### src/rtl/cpu_defs.sv
// rtl/cpu_defs.sv - shared register-file widths and the write-request record
package cpu_defs;

  localparam int REG_ADDR_W = 5;
  localparam int DATA_W     = 32;
  localparam int NUM_REGS   = 32;
  localparam logic [REG_ADDR_W-1:0] REG_ZERO = 5'd0;

  typedef struct packed {
    logic [REG_ADDR_W-1:0] addr;
    logic [DATA_W-1:0]     data;
  } wr_req_t;

  localparam int WR_REQ_W = $bits(wr_req_t);

  function automatic logic [NUM_REGS-1:0] reg_onehot(input logic [REG_ADDR_W-1:0] a);
    reg_onehot    = '0;
    reg_onehot[a] = 1'b1;
  endfunction

endpackage

### src/rtl/regfile_write_sched_fifo.sv
// rtl/regfile_write_sched_fifo.sv - circular FIFO that also exposes every slot for occupancy scans
module sync_fifo #(
  parameter int DEPTH = 4,
  parameter int WIDTH = 8,
  localparam int AW = $clog2(DEPTH),
  localparam int CW = AW + 1
) (
  input  logic                   clk,
  input  logic                   rst,
  input  logic                   push,
  input  logic [WIDTH-1:0]       din,
  input  logic                   pop,
  output logic [WIDTH-1:0]       dout,
  output logic                   full,
  output logic                   empty,
  output logic [CW-1:0]          count,
  output logic [DEPTH-1:0]       entry_valid,
  output logic [DEPTH*WIDTH-1:0] entries
);

  logic [WIDTH-1:0] mem_q [DEPTH];
  logic [WIDTH-1:0] mem_d [DEPTH];
  logic [AW-1:0]    wr_ptr_q, wr_ptr_d;
  logic [AW-1:0]    rd_ptr_q, rd_ptr_d;
  logic [CW-1:0]    count_q, count_d;
  logic             do_push, do_pop;

  always_comb begin
    full    = (count_q == CW'(DEPTH));
    empty   = (count_q == '0);
    do_push = push && !full;
    do_pop  = pop && !empty;
    mem_d    = mem_q;
    wr_ptr_d = wr_ptr_q;
    rd_ptr_d = rd_ptr_q;
    if (do_push) begin
      mem_d[wr_ptr_q] = din;
      wr_ptr_d        = wr_ptr_q + AW'(1);
    end
    if (do_pop) begin
      rd_ptr_d = rd_ptr_q + AW'(1);
    end
    count_d = count_q + CW'(do_push) - CW'(do_pop);
  end

  // A slot is live when its distance from the read pointer is below the occupancy.
  always_comb begin
    entry_valid = '0;
    entries     = '0;
    for (int i = 0; i < DEPTH; i++) begin
      entry_valid[i]              = ({1'b0, AW'(i) - rd_ptr_q} < count_q);
      entries[i*WIDTH +: WIDTH]   = mem_q[i];
    end
  end

  always_ff @(posedge clk) begin
    mem_q <= mem_d;
    if (rst) begin
      wr_ptr_q <= '0;
      rd_ptr_q <= '0;
      count_q  <= '0;
    end else begin
      wr_ptr_q <= wr_ptr_d;
      rd_ptr_q <= rd_ptr_d;
      count_q  <= count_d;
    end
  end

  assign dout  = mem_q[rd_ptr_q];
  assign count = count_q;

endmodule

### src/rtl/regfile_write_sched.sv
// rtl/regfile_write_sched.sv - shares the register-file write port between writeback and a buffered multi-cycle unit
module regfile_write_sched
  import cpu_defs::*;
#(
  parameter int DEPTH      = 4,
  parameter int STARVE_MAX = 8,
  localparam int CW = $clog2(DEPTH) + 1
) (
  input  logic                  clk,
  input  logic                  rst,
  input  logic                  wb_we,
  input  logic [REG_ADDR_W-1:0] wb_addr,
  input  logic [DATA_W-1:0]     wb_data,
  input  logic                  mc_valid,
  output logic                  mc_ready,
  input  logic [REG_ADDR_W-1:0] mc_addr,
  input  logic [DATA_W-1:0]     mc_data,
  output logic                  rf_we,
  output logic [REG_ADDR_W-1:0] rf_a3,
  output logic [DATA_W-1:0]     rf_wd3,
  output logic [NUM_REGS-1:0]   pending,
  output logic                  starve,
  output logic [CW-1:0]         fifo_count
);

  wr_req_t                   mc_req, head;
  logic                      fifo_full, fifo_empty;
  logic [DEPTH-1:0]          entry_valid;
  logic [DEPTH*WR_REQ_W-1:0] entries;
  logic                      wb_fire, pop, push;
  logic [7:0]                starve_cnt_q, starve_cnt_d;
  logic                      starve_q, starve_d;

  assign mc_req = '{addr: mc_addr, data: mc_data};

  sync_fifo #(.DEPTH(DEPTH), .WIDTH(WR_REQ_W)) u_fifo (
    .clk        (clk),
    .rst        (rst),
    .push       (push),
    .din        (mc_req),
    .pop        (pop),
    .dout       (head),
    .full       (fifo_full),
    .empty      (fifo_empty),
    .count      (fifo_count),
    .entry_valid(entry_valid),
    .entries    (entries)
  );

  // Writes to r0 count as idle so the FIFO can drain underneath them.
  always_comb begin
    wb_fire  = wb_we && (wb_addr != REG_ZERO);
    pop      = !rst && !wb_fire && !fifo_empty && (head.addr != REG_ZERO);
    mc_ready = !rst && !fifo_full;
    push     = mc_valid && mc_ready && (mc_addr != REG_ZERO);
    rf_we    = !rst && (wb_fire || pop);
    rf_a3    = wb_fire ? wb_addr : head.addr;
    rf_wd3   = wb_fire ? wb_data : head.data;
  end

  // Address field sits in the upper bits of each packed request.
  always_comb begin
    pending = '0;
    for (int i = 0; i < DEPTH; i++) begin
      if (entry_valid[i]) begin
        pending = pending | reg_onehot(entries[i*WR_REQ_W + DATA_W +: REG_ADDR_W]);
      end
    end
  end

  always_comb begin
    starve_cnt_d = starve_cnt_q;
    if (fifo_empty || pop) begin
      starve_cnt_d = '0;
    end else if (wb_fire && (starve_cnt_q != 8'(STARVE_MAX))) begin
      starve_cnt_d = starve_cnt_q + 8'd1;
    end
    starve_d = (starve_cnt_d == 8'(STARVE_MAX));
  end

  always_ff @(posedge clk) begin
    if (rst) begin
      starve_cnt_q <= '0;
      starve_q     <= 1'b0;
    end else begin
      starve_cnt_q <= starve_cnt_d;
      starve_q     <= starve_d;
    end
  end

  assign starve = starve_q;

endmodule

### config.mk
export PLATFORM = sky130hd
export DESIGN_NAME = regfile_write_sched
export DESIGN_NICKNAME = d
export VERILOG_FILES = /design/src/rtl/cpu_defs.sv /design/src/rtl/regfile_write_sched_fifo.sv /design/src/rtl/regfile_write_sched.sv
export SDC_FILE = /design/constraint.sdc
export NUM_CORES = 1
export LEC_CHECK = 0
export CAP_MARGIN = 20
export CELL_PAD_IN_SITES_DETAIL_PLACEMENT = 0
export CELL_PAD_IN_SITES_GLOBAL_PLACEMENT = 1
export CORE_UTILIZATION = 40
export DETAILED_ROUTE_END_ITERATION = 12
export PLACE_DENSITY = 0.75
export SLEW_MARGIN = 20
export SYNTH_ARGS = -nofsm -noshare
export SYNTH_HDL_FRONTEND = slang
export SYNTH_SLANG_ARGS = --single-unit
### constraint.sdc
create_clock -name clk -period 7.2 [get_ports clk]
set_clock_uncertainty 0.15 [all_clocks]
set_input_delay 1.44 -clock clk [delete_from_list [all_inputs] [get_ports clk]]
set_output_delay 1.44 -clock clk [all_outputs]
set_load 0.005 [all_outputs]
==> impl_metrics.tcl <==
set metrics [dict create \
    status "finished clean" \
    grt-ovfl-total 0 \
    cts_tree "done" \
    postCtsHoldBufs 0 \
    synth_edf_count 148 \
    fillers 1596 \
    fin_crit_ps 5790 \
    finalHoldWorstSlack_ps 413 \
    fmax_mhz 173 \
    place_area_um2 9590 \
    cts_resized 0 \
    yosysWarnings 0 \
    p_int_w 0.00214 \
    reg2reg_from "u_fifo.rd_ptr_q[0]" \
    cp.required_ps 5610 \
    fin_nets 820 \
    crit_path_max_fanout 37 \
    yosys.cell_count.top_type "edfxtp_1" \
    synth_top_area_cell "edfxtp_1" \
    cts_root_buf "clkbuf_16" \
    finalMaxSlewViolations 0 \
    power_density_nw_per_um2 284 \
    setup_tns_ps 0 \
    period_share_pct 80.4 \
    cp-end-kind "output pin" \
    p_leak_nw 3.49 \
    grt_setup_unrepaired "false" \
    hpwl_mm 13.1 \
    slew_headroom_pct 28.3 \
    vias 5518 \
    postSynthCellCount 582 \
    crit_slowest_cell "o21ai_4" \
    initial_core_util_pct 41.3 \
    worst_r2r_path_depth 13 \
    min_path_cells 2 \
    clkLatencyLatePin_ps 430 \
    switching_share_pct 26.7 \
    cts_setup_buffers 0 \
    fp.dieW_um 142 \
    hold_viol 0 \
    total_power_w 0.00292 \
    clkPwrFrac_pct 35.8 \
    grt_max_degree 42 \
    cp-endpoint "rf_wd3[31]" \
    seq_power_share_pct 38.5 \
    grt_usage_pct 19.6 \
    dieArea_um2 20100 \
    rows 50 \
    reg2reg_slack_ps 3500 \
    async_flop_share_pct 0 \
    place_inst 970 \
    ios 153 \
    drc 0 \
    regArea_um2 4770 \
    firstDrtPassIters 5 \
    power_switching_w 0.000779 \
    drtIter0Drc 359 \
    place_congestion 0.851 \
    drive_above_1_share_pct 12.3 \
    drv_cap 0 \
    synth_fp_nets 673 \
    htreeDepth 4 \
    crit_type "primary input to output pin" \
    synthFlopType "edfxtp_1" \
    synth.area.top_cells "edfxtp_1 (57%), mux4_2 (11%), nand2_1 (6.1%)" \
    synth.yosys.seq_area_share_pct 61.0 \
    hold_path_class "register to register" \
    worst_setup_path_start_kind "primary input" \
    comb_power_share_pct 25.8 \
    max_slew.worst_pin.slew_ps 1070 \
    critPathLaunch "wb_addr[1]" \
    synth_cell_types 50 \
    slowest_delay_ps 830 \
    grt_pass1_vias 5571 \
    clk_pin_slew_ps 70 \
    ys_ff_latch 164 \
    antenna_found_initial 0 \
    drt-vias-per-instance 5.51 \
    numCtsBuffers 17 \
    arrival_ps 4200 \
    multi_input_area_um2 2900 \
    synth_area_um2 7810 \
    netlist.area_leader.share_pct 56.9 \
    clock_path_buffers 2 \
    wire_per_inst_um 19.1 \
    instances_no_fill 1002 \
    setup_viol 0 \
    ant_nets 0 \
    grt_pass1_wl_mm 29.6 \
    die_h_um 142 \
    clock_sinks 164 \
    totalWireLength_mm 19.1 \
    n_antenna_cell 0 \
    synth_area_per_cell_um2 13.4 \
    area_growth_pct 31.6 \
    ir_drop_v 0.000168 \
    path_cells "clkdlybuf4s50_1, or4_4, o21ai_4, buf_4, nand2_1, nand2_1, clkdlybuf4s50_1" \
    port_buffers 152 \
    r2r_end "u_fifo.count[2]" \
    final_area_um2 10300 \
    synth_common_cells "edfxtp_1 (148), nand2_1 (127), mux4_2 (37)" \
    core_um2 18900 \
]
through the flow:
step                      utilization, %  worst slack (ps)
final                               54.4              1410
after global routing                54.4              1280
after CTS                           54.4              1430
after detailed placement            50.8              1440
after global placement              50.7              1430
after floorplan                        -              2810
final cells by class:
| class | instances | share of cell area [%] |
|---|---|---|
| well taps | 260 | 3.16 |
| clock buffers | 17 | 4.14 |
| inverters | 12 | 0.438 |
| flip-flops and latches | 164 | 46.4 |
| repair buffers | 155 | 15.1 |
| clock inverters | 15 | 2.57 |
| multi-input cells | 379 | 28.2 |
worst min path at each step:
stage | endpoint | slack (ps) | startpoint
after floorplan | starve_cnt_q[7] | 350 | starve_cnt_q[7]
after global placement | u_fifo.wr_ptr_q[1] | 390 | u_fifo.wr_ptr_q[1]
after detailed placement | starve_cnt_q[7] | 400 | starve_cnt_q[7]
after CTS | starve_cnt_q[7] | 410 | starve_cnt_q[7]
after global routing | starve_cnt_q[2] | 470 | starve_cnt_q[2]
final | starve_cnt_q[7] | 410 | starve_cnt_q[7]
metal layers:
layer / global-route usage [%] / up-vias / share of wire [%]
met4: 7.81 / 0 / 1.8
met2: 34.2 / 206 / 51
li1: - / 2551 / -
met5: 0 / - / 0
met3: 3.98 / 29 / 5.4
met1: 23.9 / 2732 / 42
power groups by stage:
| stage | combinational, W | clock, W | sequential (W) |
|---|---|---|---|
| 3_5_place_dp | 0.000760 | 0 | 0.00114 |
| 5_1_grt | 0.000820 | 0.00110 | 0.00113 |
| 6_report | 0.000752 | 0.00104 | 0.00112 |
| 3_3_place_gp | 0.000748 | 0 | 0.00115 |
| 2_1_floorplan | 0.000466 | 0 | 0.00112 |
| 4_1_cts | 0.000765 | 0.00106 | 0.00112 |
cells in the final DEF (no fill, tap or decap), types with 2 or more instances in the layout:
cell	instances
a21oi_1	8
a221o_1	32
a31oi_1	2
and2_2	4
and3_1	3
and3b_1	4
buf_4	2
bufinv_16	6
clkbuf_16	17
clkdlybuf4s50_1	152
dfxtp_1	14
dfxtp_2	2
edfxtp_1	148
ha_1	12
inv_1	12
inv_6	3
inv_8	4
mux4_2	37
nand2_1	127
nand2b_1	11
nand3_1	6
nand3b_1	6
nand4_1	5
nor2_1	34
nor3_1	7
nor3b_1	6
o21ai_0	2
o22ai_1	31
o32ai_1	2
or2_2	2
or3_1	4
or3b_2	2
xnor2_1	7
xor2_1	5
sequential cells by signal (all words and copies together), names as in the netlist:
signal and count:
u_fifo.entries 148, starve_cnt_q 8, u_fifo.wr_ptr_q 2, u_fifo.count 3, u_fifo.rd_ptr_q 2, starve 1
kinds of logic after synthesis:
logic type / synth area share (%)
buf+inv: 2.08
simple gates: 13.9
xor+xnor: 1.55
mux: 10.8
flops: 61.0
compound gates: 8.46
fa+ha+maj: 2.18
critical path, delay by kind of cell:
family | cells | cell delay [ps]
simple gates | 3 | 690
buf+inv | 3 | 1210
compound gates | 1 | 830
No activity file was read; power rests on OpenSTA's default activity.
